==> src/rtl/axi_pkg.sv <==
// Shared AXI write-path types: burst/size/response encodings, FSM states
// and the byte-lane mask helper used for narrow transfers.
package axi_pkg;

  typedef enum logic [1:0] {
    BURST_FIXED = 2'd0,
    BURST_INCR  = 2'd1,
    BURST_WRAP  = 2'd2,
    BURST_RSVD  = 2'd3
  } burst_t;

  typedef enum logic [2:0] {
    SIZE_1B   = 3'd0,
    SIZE_2B   = 3'd1,
    SIZE_4B   = 3'd2,
    SIZE_8B   = 3'd3,
    SIZE_16B  = 3'd4,
    SIZE_32B  = 3'd5,
    SIZE_64B  = 3'd6,
    SIZE_128B = 3'd7
  } size_t;

  typedef enum logic [1:0] {
    RESP_OKAY   = 2'd0,
    RESP_EXOKAY = 2'd1,
    RESP_SLVERR = 2'd2,
    RESP_DECERR = 2'd3
  } resp_t;

  typedef enum logic [1:0] {
    ST_IDLE = 2'd0,
    ST_DATA = 2'd1,
    ST_RESP = 2'd2
  } wr_state_t;

  // Widest strobe bus supported (1024-bit data).
  localparam int MAX_STRB = 128;

  // Sets lanes lo..hi inclusive; callers truncate to their strobe width.
  function automatic logic [MAX_STRB-1:0] lane_mask(input logic [7:0] lo, input logic [7:0] hi);
    logic [MAX_STRB-1:0] m;
    m = '0;
    for (int i = 0; i < MAX_STRB; i++) begin
      m[i] = (8'(i) >= lo) && (8'(i) <= hi);
    end
    return m;
  endfunction

endpackage

==> src/rtl/axi_burst_addr_gen.sv <==
// Combinational next-beat byte address for FIXED, INCR and WRAP bursts.
module axi_burst_addr_gen
  import axi_pkg::*;
#(
  parameter int ADDR_WIDTH = 32
) (
  input  logic [ADDR_WIDTH-1:0] i_cur_addr,
  input  size_t                 i_size,
  input  burst_t                i_burst,
  input  logic [7:0]            i_len,
  output logic [ADDR_WIDTH-1:0] o_next_addr
);

  localparam logic [ADDR_WIDTH-1:0] ONE = ADDR_WIDTH'(1);

  logic [ADDR_WIDTH-1:0] w_bytes;
  logic [ADDR_WIDTH-1:0] w_aligned;
  logic [ADDR_WIDTH-1:0] w_wrap_bytes;
  logic [ADDR_WIDTH-1:0] w_lower;
  logic [ADDR_WIDTH-1:0] w_step;

  assign w_bytes      = ONE << i_size;
  assign w_aligned    = i_cur_addr & ~(w_bytes - ONE);
  assign w_wrap_bytes = ADDR_WIDTH'({1'b0, i_len} + 9'd1) << i_size;
  assign w_lower      = i_cur_addr & ~(w_wrap_bytes - ONE);
  assign w_step       = i_cur_addr + w_bytes;

  // INCR realigns after an unaligned first beat; WRAP folds back at the window top.
  always_comb begin
    o_next_addr = i_cur_addr;
    case (i_burst)
      BURST_INCR: o_next_addr = w_aligned + w_bytes;
      BURST_WRAP: o_next_addr = (w_step == w_lower + w_wrap_bytes) ? w_lower : w_step;
      default:    o_next_addr = i_cur_addr;
    endcase
  end

endmodule

==> src/rtl/axi_wr_burst_slv.sv <==
// AXI4 write-burst slave: AW/W/B handshakes, per-beat memory write port,
// narrow-transfer strobe masking and SLVERR/DECERR classification.
module axi_wr_burst_slv
  import axi_pkg::*;
#(
  parameter int ADDR_WIDTH = 32,
  parameter int DATA_WIDTH = 32,
  parameter int MEM_DEPTH  = 1024,
  parameter int STRB_WIDTH = DATA_WIDTH / 8
) (
  input  logic                         ACLK,
  input  logic                         ARESETn,
  input  logic                         AWVALID,
  output logic                         AWREADY,
  input  logic [ADDR_WIDTH-1:0]        AWADDR,
  input  logic [7:0]                   AWLEN,
  input  logic [2:0]                   AWSIZE,
  input  logic [1:0]                   AWBURST,
  input  logic                         WVALID,
  output logic                         WREADY,
  input  logic [DATA_WIDTH-1:0]        WDATA,
  input  logic [STRB_WIDTH-1:0]        WSTRB,
  input  logic                         WLAST,
  output logic                         BVALID,
  input  logic                         BREADY,
  output logic [1:0]                   BRESP,
  output logic                         mem_we,
  output logic [$clog2(MEM_DEPTH)-1:0] mem_addr,
  output logic [DATA_WIDTH-1:0]        mem_wdata,
  output logic [STRB_WIDTH-1:0]        mem_wstrb
);

  localparam int STRB_LSB = $clog2(STRB_WIDTH);
  localparam int MEM_AW   = $clog2(MEM_DEPTH);
  localparam int WA_W     = ADDR_WIDTH - STRB_LSB;
  localparam logic [ADDR_WIDTH-1:0] ONE       = ADDR_WIDTH'(1);
  localparam logic [ADDR_WIDTH-1:0] STRB_MASK = ADDR_WIDTH'(STRB_WIDTH - 1);

  wr_state_t             r_state;
  logic [ADDR_WIDTH-1:0] r_addr;
  logic [7:0]            r_len;
  size_t                 r_size;
  burst_t                r_burst;
  logic [7:0]            r_beat_cnt;
  logic                  r_aw_err;
  logic                  r_prot_err;
  logic                  r_range_err;
  logic                  r_awready;
  logic                  r_wready;
  logic                  r_bvalid;
  resp_t                 r_bresp;

  logic                  w_aw_err;
  logic                  w_w_hs;
  logic                  w_is_last;
  logic                  w_last_err;
  logic                  w_in_range;
  logic                  w_prot_now;
  logic                  w_range_now;
  logic [WA_W-1:0]       w_word_addr;
  logic [ADDR_WIDTH-1:0] w_next_addr;
  logic [ADDR_WIDTH-1:0] w_beat_bytes;
  logic [ADDR_WIDTH-1:0] w_aligned;
  logic [7:0]            w_lane_lo;
  logic [7:0]            w_lane_hi;
  logic [STRB_WIDTH-1:0] w_lane_mask;

  axi_burst_addr_gen #(
    .ADDR_WIDTH (ADDR_WIDTH)
  ) u_addr_gen (
    .i_cur_addr  (r_addr),
    .i_size      (r_size),
    .i_burst     (r_burst),
    .i_len       (r_len),
    .o_next_addr (w_next_addr)
  );

  // Burst-level errors are decided from the AW channel alone.
  assign w_aw_err = (32'(AWSIZE) > STRB_LSB)
                 || (AWBURST == BURST_RSVD)
                 || ((AWBURST == BURST_WRAP) &&
                     !(AWLEN == 8'd1 || AWLEN == 8'd3 || AWLEN == 8'd7 || AWLEN == 8'd15))
                 || ((AWBURST == BURST_WRAP) && ((AWADDR & ((ONE << AWSIZE) - ONE)) != '0));

  assign w_w_hs      = r_wready && WVALID;
  assign w_is_last   = (r_beat_cnt == r_len);
  assign w_last_err  = w_w_hs && (WLAST != w_is_last);
  assign w_word_addr = r_addr[ADDR_WIDTH-1:STRB_LSB];
  assign w_in_range  = ({1'b0, w_word_addr} < (WA_W + 1)'(MEM_DEPTH));
  assign w_prot_now  = r_prot_err || w_last_err;
  assign w_range_now = r_range_err || !w_in_range;

  assign w_beat_bytes = ONE << r_size;
  assign w_aligned    = r_addr & ~(w_beat_bytes - ONE);
  assign w_lane_lo    = 8'(r_addr & STRB_MASK);
  assign w_lane_hi    = 8'(w_aligned & STRB_MASK) + 8'(w_beat_bytes - ONE);
  assign w_lane_mask  = STRB_WIDTH'(lane_mask(w_lane_lo, w_lane_hi));

  assign mem_we    = w_w_hs && !r_aw_err && w_in_range;
  assign mem_addr  = MEM_AW'(w_word_addr);
  assign mem_wdata = WDATA;
  assign mem_wstrb = WSTRB & w_lane_mask;

  assign AWREADY = r_awready;
  assign WREADY  = r_wready;
  assign BVALID  = r_bvalid;
  assign BRESP   = r_bresp;

  always_ff @(posedge ACLK or negedge ARESETn) begin
    if (!ARESETn) begin
      r_state     <= ST_IDLE;
      r_addr      <= '0;
      r_len       <= '0;
      r_size      <= SIZE_1B;
      r_burst     <= BURST_FIXED;
      r_beat_cnt  <= '0;
      r_aw_err    <= 1'b0;
      r_prot_err  <= 1'b0;
      r_range_err <= 1'b0;
      r_awready   <= 1'b0;
      r_wready    <= 1'b0;
      r_bvalid    <= 1'b0;
      r_bresp     <= RESP_OKAY;
    end else begin
      case (r_state)
        ST_IDLE: begin
          if (AWVALID && r_awready) begin
            r_addr      <= AWADDR;
            r_len       <= AWLEN;
            r_size      <= size_t'(AWSIZE);
            r_burst     <= burst_t'(AWBURST);
            r_beat_cnt  <= '0;
            r_aw_err    <= w_aw_err;
            r_prot_err  <= w_aw_err;
            r_range_err <= 1'b0;
            r_awready   <= 1'b0;
            r_wready    <= 1'b1;
            r_state     <= ST_DATA;
          end else begin
            r_awready <= 1'b1;
          end
        end
        ST_DATA: begin
          if (w_w_hs) begin
            r_addr      <= w_next_addr;
            r_beat_cnt  <= r_beat_cnt + 8'd1;
            r_prot_err  <= w_prot_now;
            r_range_err <= w_range_now;
            // Early WLAST also closes the burst; that beat was still written.
            if (w_is_last || WLAST) begin
              r_wready <= 1'b0;
              r_bvalid <= 1'b1;
              r_bresp  <= w_prot_now  ? RESP_SLVERR :
                          w_range_now ? RESP_DECERR : RESP_OKAY;
              r_state  <= ST_RESP;
            end
          end
        end
        ST_RESP: begin
          if (BREADY) begin
            r_bvalid  <= 1'b0;
            r_bresp   <= RESP_OKAY;
            r_awready <= 1'b1;
            r_state   <= ST_IDLE;
          end
        end
        default: r_state <= ST_IDLE;
      endcase
    end
  end

endmodule

==> config.mk <==
export PLATFORM = sky130hd
export DESIGN_NAME = axi_wr_burst_slv
export DESIGN_NICKNAME = d
export VERILOG_FILES = /design/src/rtl/axi_pkg.sv /design/src/rtl/axi_burst_addr_gen.sv /design/src/rtl/axi_wr_burst_slv.sv
export SDC_FILE = /design/constraint.sdc
export NUM_CORES = 1
export LEC_CHECK = 0
export CORE_MARGIN = 2
export CORE_UTILIZATION = 40
export CTS_CLUSTER_SIZE = 28
export DETAILED_ROUTE_END_ITERATION = 16
export PLACE_DENSITY = 0.72
export REMOVE_ABC_BUFFERS = 1
export SLEW_MARGIN = 20
export SYNTH_ARGS = -nofsm -noshare
export SYNTH_HDL_FRONTEND = slang
export SYNTH_SLANG_ARGS = --single-unit
==> constraint.sdc <==
create_clock -name ACLK -period 5.8 [get_ports ACLK]
set_input_delay 1.16 -clock ACLK [delete_from_list [all_inputs] [get_ports ACLK]]
set_output_delay 1.16 -clock ACLK [all_outputs]
set_load 0.01 [all_outputs]
# After elaboration in Yosys (flattened, before gate mapping)

Index checks and enable logic that the tools add are counted.

Reductions and logical operators: 35
Add/subtract/negate cells: 9
Muxes and demuxes: 35
Bitwise logic cells: 6
Magnitude comparators: 10
Shift-type cells: 3
Equal/unequal tests: 18

Operators by type and width:

| operator                                                                       | count |
|---|---|
| 32-bit one-hot mux with 2 select lines                                         | 2 |
| 32-bit adder                                                                   | 3 |
| 32-bit bitwise AND                                                             | 3 |
| 32-bit 2-to-1 mux                                                              | 3 |
| 32-bit by 1-bit subtractor with 32-bit output, second input constant           | 3 |
| 32-bit NOT                                                                     | 2 |
| 1-bit by 3-bit left shift with 32-bit output, first input constant             | 2 |
| 32-bit == test                                                                 | 1 |
| 32-bit nonzero test                                                            | 1 |
| 32-bit by 3-bit left shift with 32-bit output                                  | 1 |
| 30-bit by 11-bit less-than comparator with 1-bit output, second input constant | 1 |
| 1-bit by 8-bit <= comparator with 1-bit output, first input constant           | 2 |
| 2-bit by 8-bit <= comparator with 1-bit output, first input constant           | 2 |
| 2-bit 2-to-1 mux                                                               | 8 |
| 8-bit 2-to-1 mux                                                               | 2 |
| 8-bit one-hot mux with 2 select lines                                          | 1 |
| 4-bit AND reduction                                                            | 4 |
| 1-bit 2-to-1 mux                                                               | 12 |
| 1-bit logical AND                                                              | 11 |
| 1-bit one-hot mux with 2 select lines                                          | 5 |
| 8-bit by 1-bit adder with 9-bit output, second input constant                  | 1 |
| 1-bit logical OR                                                               | 9 |
| 2-bit by 8-bit adder with 8-bit output                                         | 1 |
| 8-bit by 1-bit adder with 8-bit output, second input constant                  | 1 |
| other kinds (21)                                                               | 35 |

Output and inout bits: 52
Flip-flop bits (word level): 63
Bits of input ports: 87

# Logic depth before layout (Yosys ltp)

Gate-level depths: netlist (run 1).

Depth after elaboration: 11
Mapped depth: 30

# By module

A second synthesis (run 1) with hierarchy kept.

Cell total of the unflattened synthesis: 1401
Area, all modules: 9862.0 µm²

Modules (own cells, without submodules):

| module             | cells each | instances | area an instance (µm²) |
|---|---|---|---|
| axi_burst_addr_gen | 1023       | 1         | 6334.8 |
| axi_wr_burst_slv   | 378        | 1         | 3527.1 |

# Least setup slack after synthesis (run 1)

Ideal clock, no wire load.

Path type: register to register
Start: register r_len[0]
End: register r_addr[11]
Cell stages (with the launch flop): 30
Setup time: 0.136 ns
Setup slack: -0.285 ns
Clock period less this slack: 6.085 ns
Required time: 5.664 ns
Data arrival time: 5.949 ns
Cell sequence: dfrtp_1 -> ha_1 -> buf_4 -> buf_4 -> xnor2_1 -> nand2_1 -> a32oi_1 -> o31a_1 -> nand3_1 -> nor3_1 -> clkbuf_1 -> xnor2_1 -> nand2_1 -> inv_1 -> ha_1 -> clkbuf_1 -> a21o_1 -> a31o_2 -> nor3_1 -> nand2b_1 -> o211ai_1 -> a211oi_2 -> o211ai_1 -> xnor2_1 -> o311ai_1 -> or3_1 -> nor2_8 -> mux2_2 -> a221oi_1 -> o21ai_0

Cells in the longest elaborated chain, start to end: 11

Ends and longest elaborated chain:

| what                                            | RTL line                 | RTL |
|---|---|---|
| start: declaration                              | axi_wr_burst_slv.sv:41   | `logic [7:0] r_len;` |
| start signal: assignment                        | axi_wr_burst_slv.sv:113  | `r_len <= '0;` |
| start signal: assignment                        | axi_wr_burst_slv.sv:129  | `r_len <= AWLEN;` |
| 8-bit by 1-bit adder with 9-bit output *        | axi_burst_addr_gen.sv:24 | `assign w_wrap_bytes = ADDR_WIDTH'({1'b0, i_len} + 9'd1) << i_size;` |
| 32-bit by 3-bit left shift with 32-bit output * | axi_burst_addr_gen.sv:24 |  |
| 32-bit by 1-bit subtractor with 32-bit output   | axi_burst_addr_gen.sv:25 | `assign w_lower = i_cur_addr & ~(w_wrap_bytes - ONE);` |
| 32-bit NOT                                      | axi_burst_addr_gen.sv:25 |  |
| 32-bit bitwise AND                              | axi_burst_addr_gen.sv:25 |  |
| 32-bit adder                                    | axi_burst_addr_gen.sv:33 | `BURST_WRAP: o_next_addr = (w_step == w_lower + w_wrap_bytes) ? w_lower : w_step;` |
| 32-bit == test                                  | axi_burst_addr_gen.sv:33 |  |
| 32-bit 2-to-1 mux *                             | axi_burst_addr_gen.sv:33 |  |
| 32-bit one-hot mux with 2 select lines *        | axi_burst_addr_gen.sv:31 | `case (i_burst)` |
| 32-bit 2-to-1 mux *                             | axi_wr_burst_slv.sv:144  | `if (w_w_hs) begin` |
| 32-bit one-hot mux with 2 select lines *        | axi_wr_burst_slv.sv:125  | `case (r_state)` |
| end signal: assignment                          | axi_wr_burst_slv.sv:145  | `r_addr <= w_next_addr;` |
| end: declaration                                | axi_wr_burst_slv.sv:40   | `logic [ADDR_WIDTH-1:0] r_addr;` |

Every way passes the cells marked *; elsewhere a longest branch is shown, timed or not. The select of a mux whose other input is x is not followed.
A chain may end at the register's enable or synchronous reset.

# Final worst setup path (run 1)

Start: register r_len[0]
End: register r_addr[8]

Same word-level chain as after synthesis.

==> results.sh, run 1 <==
export IMPL_status="complete, but fails checks"
export IMPL_violations="negative setup slack"
export IMPL_yosysWarningCount=0
export IMPL_multi_input_area_sq_mm=0.00722
export IMPL_clk_latency_ns=0.36
export IMPL_drcViolationCount=0
export IMPL_yosysTopAreaCellShare_pct=17.2
export IMPL_timing_fmax_mhz=172
export IMPL_seq_area_sq_mm=0.00158
export IMPL_cap_violations=0
export IMPL_critPathRequiredTime_ns=6.05
export IMPL_yosys_register_bits=63
export IMPL_worstHoldPathType="flop to flop"
export IMPL_p_leak_uw=0.00487
export IMPL_period_needed_ns=5.81
export IMPL_ant_nets=0
export IMPL_antenna_found_initial=0
export IMPL_setup_ws_ns=-0.0103
export IMPL_ir_drop_v=0.000377
export IMPL_grt_max_degree=64
export IMPL_dp_hpwl_microns=27700
export IMPL_pre_cts_ws_ns=-0.340
export IMPL_critPathKind="flop to flop"
export IMPL_core_area_sq_mm=0.0226
export IMPL_synthToLayoutAreaGrowth_pct=29.5
export IMPL_dpl_cell_area_sq_mm=0.0108
export IMPL_drtIter0Drc=1179
export IMPL_powerDensity_mw_per_mm2=685
export IMPL_arrival_ns=6.06
export IMPL_holdBufCountCts=0
export IMPL_wl_per_cell_microns=21.5
export IMPL_hold_violations=0
export IMPL_root_buffer="clkbuf_16"
export IMPL_holdPathStages=2
export IMPL_gr_usage_all_layers_pct=29.4
export IMPL_grt_remaining_overflow=0
export IMPL_r2r_cells=28
export IMPL_port_buffers=74
export IMPL_cpPeakStageDelay_ns=0.53
export IMPL_worstReg2RegEnd="r_addr[8]$_DFFE_PN0P_"
export IMPL_tightest_slew_ns=0.930
export IMPL_grt_setup_unrepaired="true"
export IMPL_io_pins=139
export IMPL_nFillCells=2131
export IMPL_clk_path_buf_depth=2
export IMPL_end_kind="flop"
export IMPL_start_kind="flop"
export IMPL_drv_slew=0
export IMPL_drtPass1Iterations=6
export IMPL_r2r_slack_ns=-0.01
export IMPL_fin_worst_skew_ns=0.0181
export IMPL_min_to="BRESP[0]$_DFFE_PN0P_"
export IMPL_cts_made_buffers=9
export IMPL_path_max_fanout=6
export IMPL_hold_start="BRESP[0]$_DFFE_PN0P_"
export IMPL_drive_gt1_share_pct=22.9
export IMPL_reg2reg_from="r_len[0]$_DFFE_PN0P_"
export IMPL_seq_area_frac_synth_pct=17.2
export IMPL_max_slew_margin_pct=37.8
export IMPL_cts_htree_levels=3
export IMPL_synthFlopType="dfrtp_1"
export IMPL_die_x_microns=156
export IMPL_crit_slowest_cell="mux4_2"
export IMPL_diodes=0
export IMPL_vias=10700
export IMPL_fp_dieArea_sq_mm=0.0242
export IMPL_synthArstFlopShare_pct=100
export IMPL_row_count=55
export IMPL_grt_pass1_vias=9906
export IMPL_fin_crit_sh_pct=100
export IMPL_final_area_sq_mm=0.0119
export IMPL_grt_pass1_wl_microns=55700
export IMPL_cts_tree="yes"
export IMPL_die_h_microns=156
export IMPL_synth_edf_count=0
export IMPL_via_per_inst=6.30
export IMPL_start_util_pct=40.7
export IMPL_synth_cell_type_count=103
export IMPL_final_setup_viol_count=1
export IMPL_fin_nets=1527
export IMPL_cts_sinks=63
export IMPL_synth_top_area_cell="dfrtp_1"
export IMPL_syn_area_sq_mm=0.00918
export IMPL_synth_area_leaders="dfrtp_1 (17%), nand2_1 (6.1%), xnor2_1 (5.1%)"
export IMPL_syn_inst=1264
export IMPL_gp_congestion=0.976
export IMPL_clk_pin_slew_ns=0.08
export IMPL_wl_microns=36500
export IMPL_syn_avg_cell_area_sq_um=7.26
## cell type report
| class | count | share of cell area [%] |
|---|---|---|
| Inverter | 35 | 1.11 |
| Multi-Input combinational cell | 1033 | 60.8 |
| Sequential cell | 63 | 13.3 |
| Clock inverter | 7 | 0.463 |
| Tap cell | 285 | 3.00 |
| Timing Repair Buffer | 266 | 19.5 |
| Clock buffer | 9 | 1.89 |
## registers in the layout, summed over array words and instances, names as in the netlist, 2 cells and up
name,flops
r_len,8
r_beat_cnt,8
r_addr,32
r_burst,2
r_size,3
r_state,2
BRESP,2
## synth_stat cells (all sizes together), types with 18 or more instances
library cell and number:
a31oi 20, ha 30, o21ai 87, xnor2 54, xor2 35, nand2 150
inv 34, nor2 90, dfrtp 63, o211ai 18, clkbuf 52, or3 19
and3 30, buf 81, nor2b 26, nand3 57, a21oi 85, and2 31
nor3 32, mux2i 19, nand4 18
## per-layer routing
layer,part of all wire [%],vias to the layer above,track usage [%]
li1,-,4874,-
met1,42,5125,40.1
met2,45,615,45.3
met3,9.0,89,5.82
met4,4.2,0,12.3
met5,0,-,0
## critical path, delay by kind of cell (launching register included)
family / cells / cell delay, ns
AOI/OAI and AO/OA: 10 / 1.88
buffers and inverters: 5 / 0.69
muxes: 2 / 0.83
adders and majority gates: 1 / 0.30
DFF: 1 / 0.41
and+or+nand+nor: 9 / 1.43
xor gates and xnor gates: 1 / 0.14
## placed cells by master (no fill, tap or decap), types with 9 or more instances in the layout
cell type / instances
a211oi_1: 10
a21oi_1: 79
a31oi_1: 17
and2_1: 24
and3_1: 26
buf_4: 173
buf_6: 10
clkbuf_16: 9
clkdlybuf4s50_1: 73
dfrtp_1: 60
ha_1: 23
inv_1: 33
mux2i_1: 18
nand2_1: 148
nand2b_1: 15
nand3_1: 55
nand4_1: 16
nor2_1: 85
nor2b_1: 24
nor3_1: 23
nor4_1: 11
o211ai_1: 15
o21a_1: 12
o21ai_0: 63
o21ai_1: 22
o31ai_1: 9
or3_1: 18
xnor2_1: 51
xor2_1: 34
## stage by stage
stage               TNS [ns]  power [uW]  utilization, %  std cells  hold WS, ns
floorplan             -30.58        4380               -       1131        0.450
global placement       -3.15        6770            47.8       1655        0.465
detailed placement     -6.23        6830            47.8       1655        0.474
CTS                        0        7430            49.5       1673        0.487
global route           -5.90        8660            52.7       1698        0.513
finish               -0.0103        8140            52.7       1698        0.483
## logic make-up after synthesis
group	count (synthesis)	share of synthesized area, %
AO/OA/AOI/OAI	353	26.2
adder cells (fa/ha/maj)	32	4.52
multiplexers	28	3.30
AND/OR/NAND/NOR	531	30.3
XOR/XNOR	89	8.69
buffers and inverters	168	9.83
flip-flops	63	17.2
## where the power goes
group | switching [uW] | internal, uW
registers | 385 | 626
logic | 3640 | 2950
clock network | 256 | 295
## how the worst max path moves through the flow
stage	from	end	slack (ns)	depth (start not counted)
floorplan	r_len[0]$_DFFE_PN0P_	r_addr[11]$_DFFE_PN0P_	-1.30	25
global placement	r_len[0]$_DFFE_PN0P_	r_addr[21]$_DFFE_PN0P_	-0.22	28
detailed placement	r_len[0]$_DFFE_PN0P_	r_addr[21]$_DFFE_PN0P_	-0.34	30
CTS	r_len[0]$_DFFE_PN0P_	r_addr[12]$_DFFE_PN0P_	0.003	26
global route	r_len[1]$_DFFE_PN0P_	r_addr[8]$_DFFE_PN0P_	-0.28	28
finish	r_len[0]$_DFFE_PN0P_	r_addr[8]$_DFFE_PN0P_	-0.01	28
## what timing repair did
item	CTS	global route
pin swaps	7	32
setup endpoints to repair	32	32
resized for setup	13	106
setup buffers	2	26
endpoints found under the hold margin	0	0
(Power assumes the default switching activity.)
==> inputs of run 2 (changes only) <==
--- a/config.mk
+++ b/config.mk
@@ -14,4 +14,5 @@
 export SLEW_MARGIN = 20
 export SYNTH_ARGS = -nofsm -noshare
 export SYNTH_HDL_FRONTEND = slang
+export SYNTH_HIERARCHICAL = 1
 export SYNTH_SLANG_ARGS = --single-unit
==> run 2 against run 1 <==
The run still ends with negative setup slack left. Non-clock buffer count is 87 higher. Sequential power is 5% higher. Fmax is 5.3% lower. Synthesized area is 7.4% higher. Combinational power is 35% higher. Clock-buffer cell count is 1 higher. Hold slack better by 0.0037 ns. First-iteration DRC count is 58% higher. Critical endpoint is now r_addr[6]$_DFFE_PN0P_. Synthesized cell count is 11% higher. Largest cell class unchanged. Via count is 16% higher. Die area is 7.2% higher. Critical path depth is 3 higher.
==> results.sh, run 2 <==
export IMPL_status="complete, but fails checks"
export IMPL_violations="negative setup slack"
export IMPL_synth_top_area_cell="dfrtp_1"
export IMPL_cpPeakStageDelay_ns=0.42
export IMPL_largest_reg_flops=32
export IMPL_die_h_microns=161
export IMPL_grt_pass1_wl_microns=65000
export IMPL_final_setup_viol_count=32
export IMPL_crit_slowest_cell="dfrtp_1"
export IMPL_core_area_sq_mm=0.0242
export IMPL_clk_pin_slew_ns=0.07
export IMPL_yosysWarningCount=6
export IMPL_fin_nets=1744
export IMPL_clk_path_buf_depth=2
export IMPL_arrival_ns=6.33
export IMPL_period_needed_ns=6.14
export IMPL_timing_fmax_mhz=163
export IMPL_seq_area_frac_synth_pct=16.0
export IMPL_worstHoldPathType="flop to flop"
export IMPL_cts_tree="yes"
export IMPL_fin_setup_tns_ns=-7.73
export IMPL_path_buf_inv=5
export IMPL_hold_violations=0
export IMPL_dp_hpwl_microns=31300
export IMPL_powerDensity_mw_per_mm2=787
export IMPL_root_buffer="clkbuf_16"
export IMPL_setup_ws_ns=-0.337
export IMPL_drv_slew=0
export IMPL_synth_edf_count=0
export IMPL_clk_latency_ns=0.36
export IMPL_end_kind="flop"
export IMPL_p_sw_share_pct=51.9
export IMPL_grt_setup_unrepaired="true"
export IMPL_crit_cells=31
export IMPL_cpMostUsedCell="buf_4"
export IMPL_fin_worst_skew_ns=0.0176
export IMPL_p_leak_uw=0.00573
export IMPL_holdPathStages=2
export IMPL_syn_area_sq_mm=0.00986
export IMPL_antenna_found_initial=0
export IMPL_syn_avg_cell_area_sq_um=7.04
export IMPL_yosys_register_bits=63
export IMPL_grt_pass1_vias=11700
export IMPL_row_count=57
export IMPL_synth_area_leaders="dfrtp_1 (16%), nand2_1 (6.5%), mux2i_1 (6.1%)"
export IMPL_cts_htree_levels=3
export IMPL_synthToLayoutAreaGrowth_pct=36.9
export IMPL_die_x_microns=161
export IMPL_gp_congestion=1.07
export IMPL_max_slew_margin_pct=33.0
export IMPL_grt_remaining_overflow=0
export IMPL_start_util_pct=40.7
export IMPL_drtIter0Drc=1858
export IMPL_pre_cts_ws_ns=-0.602
export IMPL_critPathRequiredTime_ns=6.00
export IMPL_critPathKind="flop to flop"
export IMPL_combPwrFrac_pct=83.7
export IMPL_r2r_cells=31
export IMPL_holdWs_ns=0.487
export IMPL_ir_drop_v=0.000353
export IMPL_drive_gt1_share_pct=26.7
export IMPL_wl_microns=42300
export IMPL_synthArstFlopShare_pct=100
export IMPL_synth_common_cells="nand2_1 (172), nor2_1 (142), a21oi_1 (112), o21ai_0 (78), dfrtp_1 (63)"
export IMPL_via_per_inst=6.35
export IMPL_final_cell_mix="buf_4 (258), nand2_1 (169), nor2_1 (136)"
export IMPL_wl_per_cell_microns=21.6
export IMPL_io_pins=139
export IMPL_gr_usage_all_layers_pct=31.5
export IMPL_start_kind="flop"
export IMPL_synthFlopType="dfrtp_1"
export IMPL_cts_sinks=63
export IMPL_tightest_slew_ns=1.00
export IMPL_syn_inst=1401
export IMPL_path_max_fanout=6
export IMPL_grt_max_degree=64
export IMPL_vias=12400
export IMPL_synth_cell_type_count=104
export IMPL_fin_crit_sh_pct=106
export IMPL_yosysMostFrequentCell="nand2_1"
export IMPL_drtPass1Iterations=9
export IMPL_drcViolationCount=0
export IMPL_layout_commonest_cell="buf_4"
export IMPL_p_switching_uw=5510
export IMPL_seq_power_share_pct=9.9
export IMPL_yosysTopAreaCellShare_pct=16.0
export IMPL_port_buffers=74
export IMPL_top_register="r_addr"
export IMPL_p_int_uw=5110
export IMPL_diodes=0
export IMPL_cap_violations=0
export IMPL_crit_family="simple AND/OR/NAND/NOR gates"
export IMPL_reg_top3="r_addr x32, r_beat_cnt x8, r_len x8"
export IMPL_power_frac_clock_pct=6.4
export IMPL_cts_made_buffers=9
export IMPL_p_total_uw=10600
export IMPL_fp_dieArea_sq_mm=0.0259
export IMPL_ant_nets=0
export IMPL_r2r_slack_ns=-0.34
## run 2: changes by cell type after synthesis, sizes merged, moves of 12 or more
cell,previous run,this run
a21oi,85,113
mux2i,19,60
nand2,150,173
nor2,90,142
nor2b,26,14
nor3,32,52
o211ai,18,6
xnor2,54,39
## run 2: layout make-up
type                       count  area [sq um]
fill                        2223         10700
multi-input combinational   1170          8090
timing repair buffer         353          2960
sequential                    63          1580
tap                          324           405
clock buffer                  10           239
inverter                      32           120
clock inverter                 6           115
## run 2: kinds of logic (layout without fill, tap and decap cells)
group,after synthesis,after routing,share of synthesized area (%)
adders and majority gates,28,28,3.63
AOI/OAI and AO/OA,405,405,28.1
DFF,63,63,16.0
buffers and inverters,168,401,8.89
xor gates and xnor gates,72,72,6.53
and+or+nand+nor,599,599,30.1
other,1,1,0.0380
muxes,65,65,6.66
## run 2: worst paths after layout
path / start / end
setup / recovery: r_len[0]$_DFFE_PN0P_ / r_addr[6]$_DFFE_PN0P_
hold / removal: BVALID$_DFFE_PN0P_ / BVALID$_DFFE_PN0P_
setup reg to reg: r_len[0]$_DFFE_PN0P_ / r_addr[6]$_DFFE_PN0P_
hold reg to reg: BVALID$_DFFE_PN0P_ / BVALID$_DFFE_PN0P_
min in group asynchronous: ARESETn / r_addr[11]$_DFFE_PN0P_
max in group asynchronous: ARESETn / r_size[1]$_DFFE_PN0P_
## run 2: tightest hold or removal path, cell delays in order (launching register included)
cell     delay (ns)
dfrtp_1        0.34
nand2_1        0.05
nand2_1        0.06
## run 2: power by group through the flow
stage	clock, uW	sequential [uW]	combinational [uW]
global route	704	1080	9440
global placement	0	1020	7400
CTS	685	1030	8180
floorplan	0	1120	4200
detailed placement	0	1020	7480
finish	680	1060	8890
## run 2: metal layers
layer	up-vias	wire (microns)	GRT usage, %	share of wire [%]
met2	869	17800	46.7	42
met4	0	1550	12.0	3.7
met1	5840	17700	43.3	42
li1	5595	-	-	-
met5	-	0	0	0
met3	123	5250	8.94	12
## run 2: metrics by stage
stage	area (sq um)	util (%)	cells
after floorplan	9100	-	1265
after global placement	12100	49.9	1906
after detailed placement	12100	49.9	1906
after CTS	13100	53.9	1947
after global routing	13500	55.7	1958
final	13500	55.7	1958
## run 2: repair_timing
item / CTS / global route
gates cloned: 1 / 0
setup buffers: 27 / 11
hold buffers: 0 / 0
gates resized for setup: 86 / 67
setup endpoints to repair: 32 / 32
pin swaps: 53 / 56
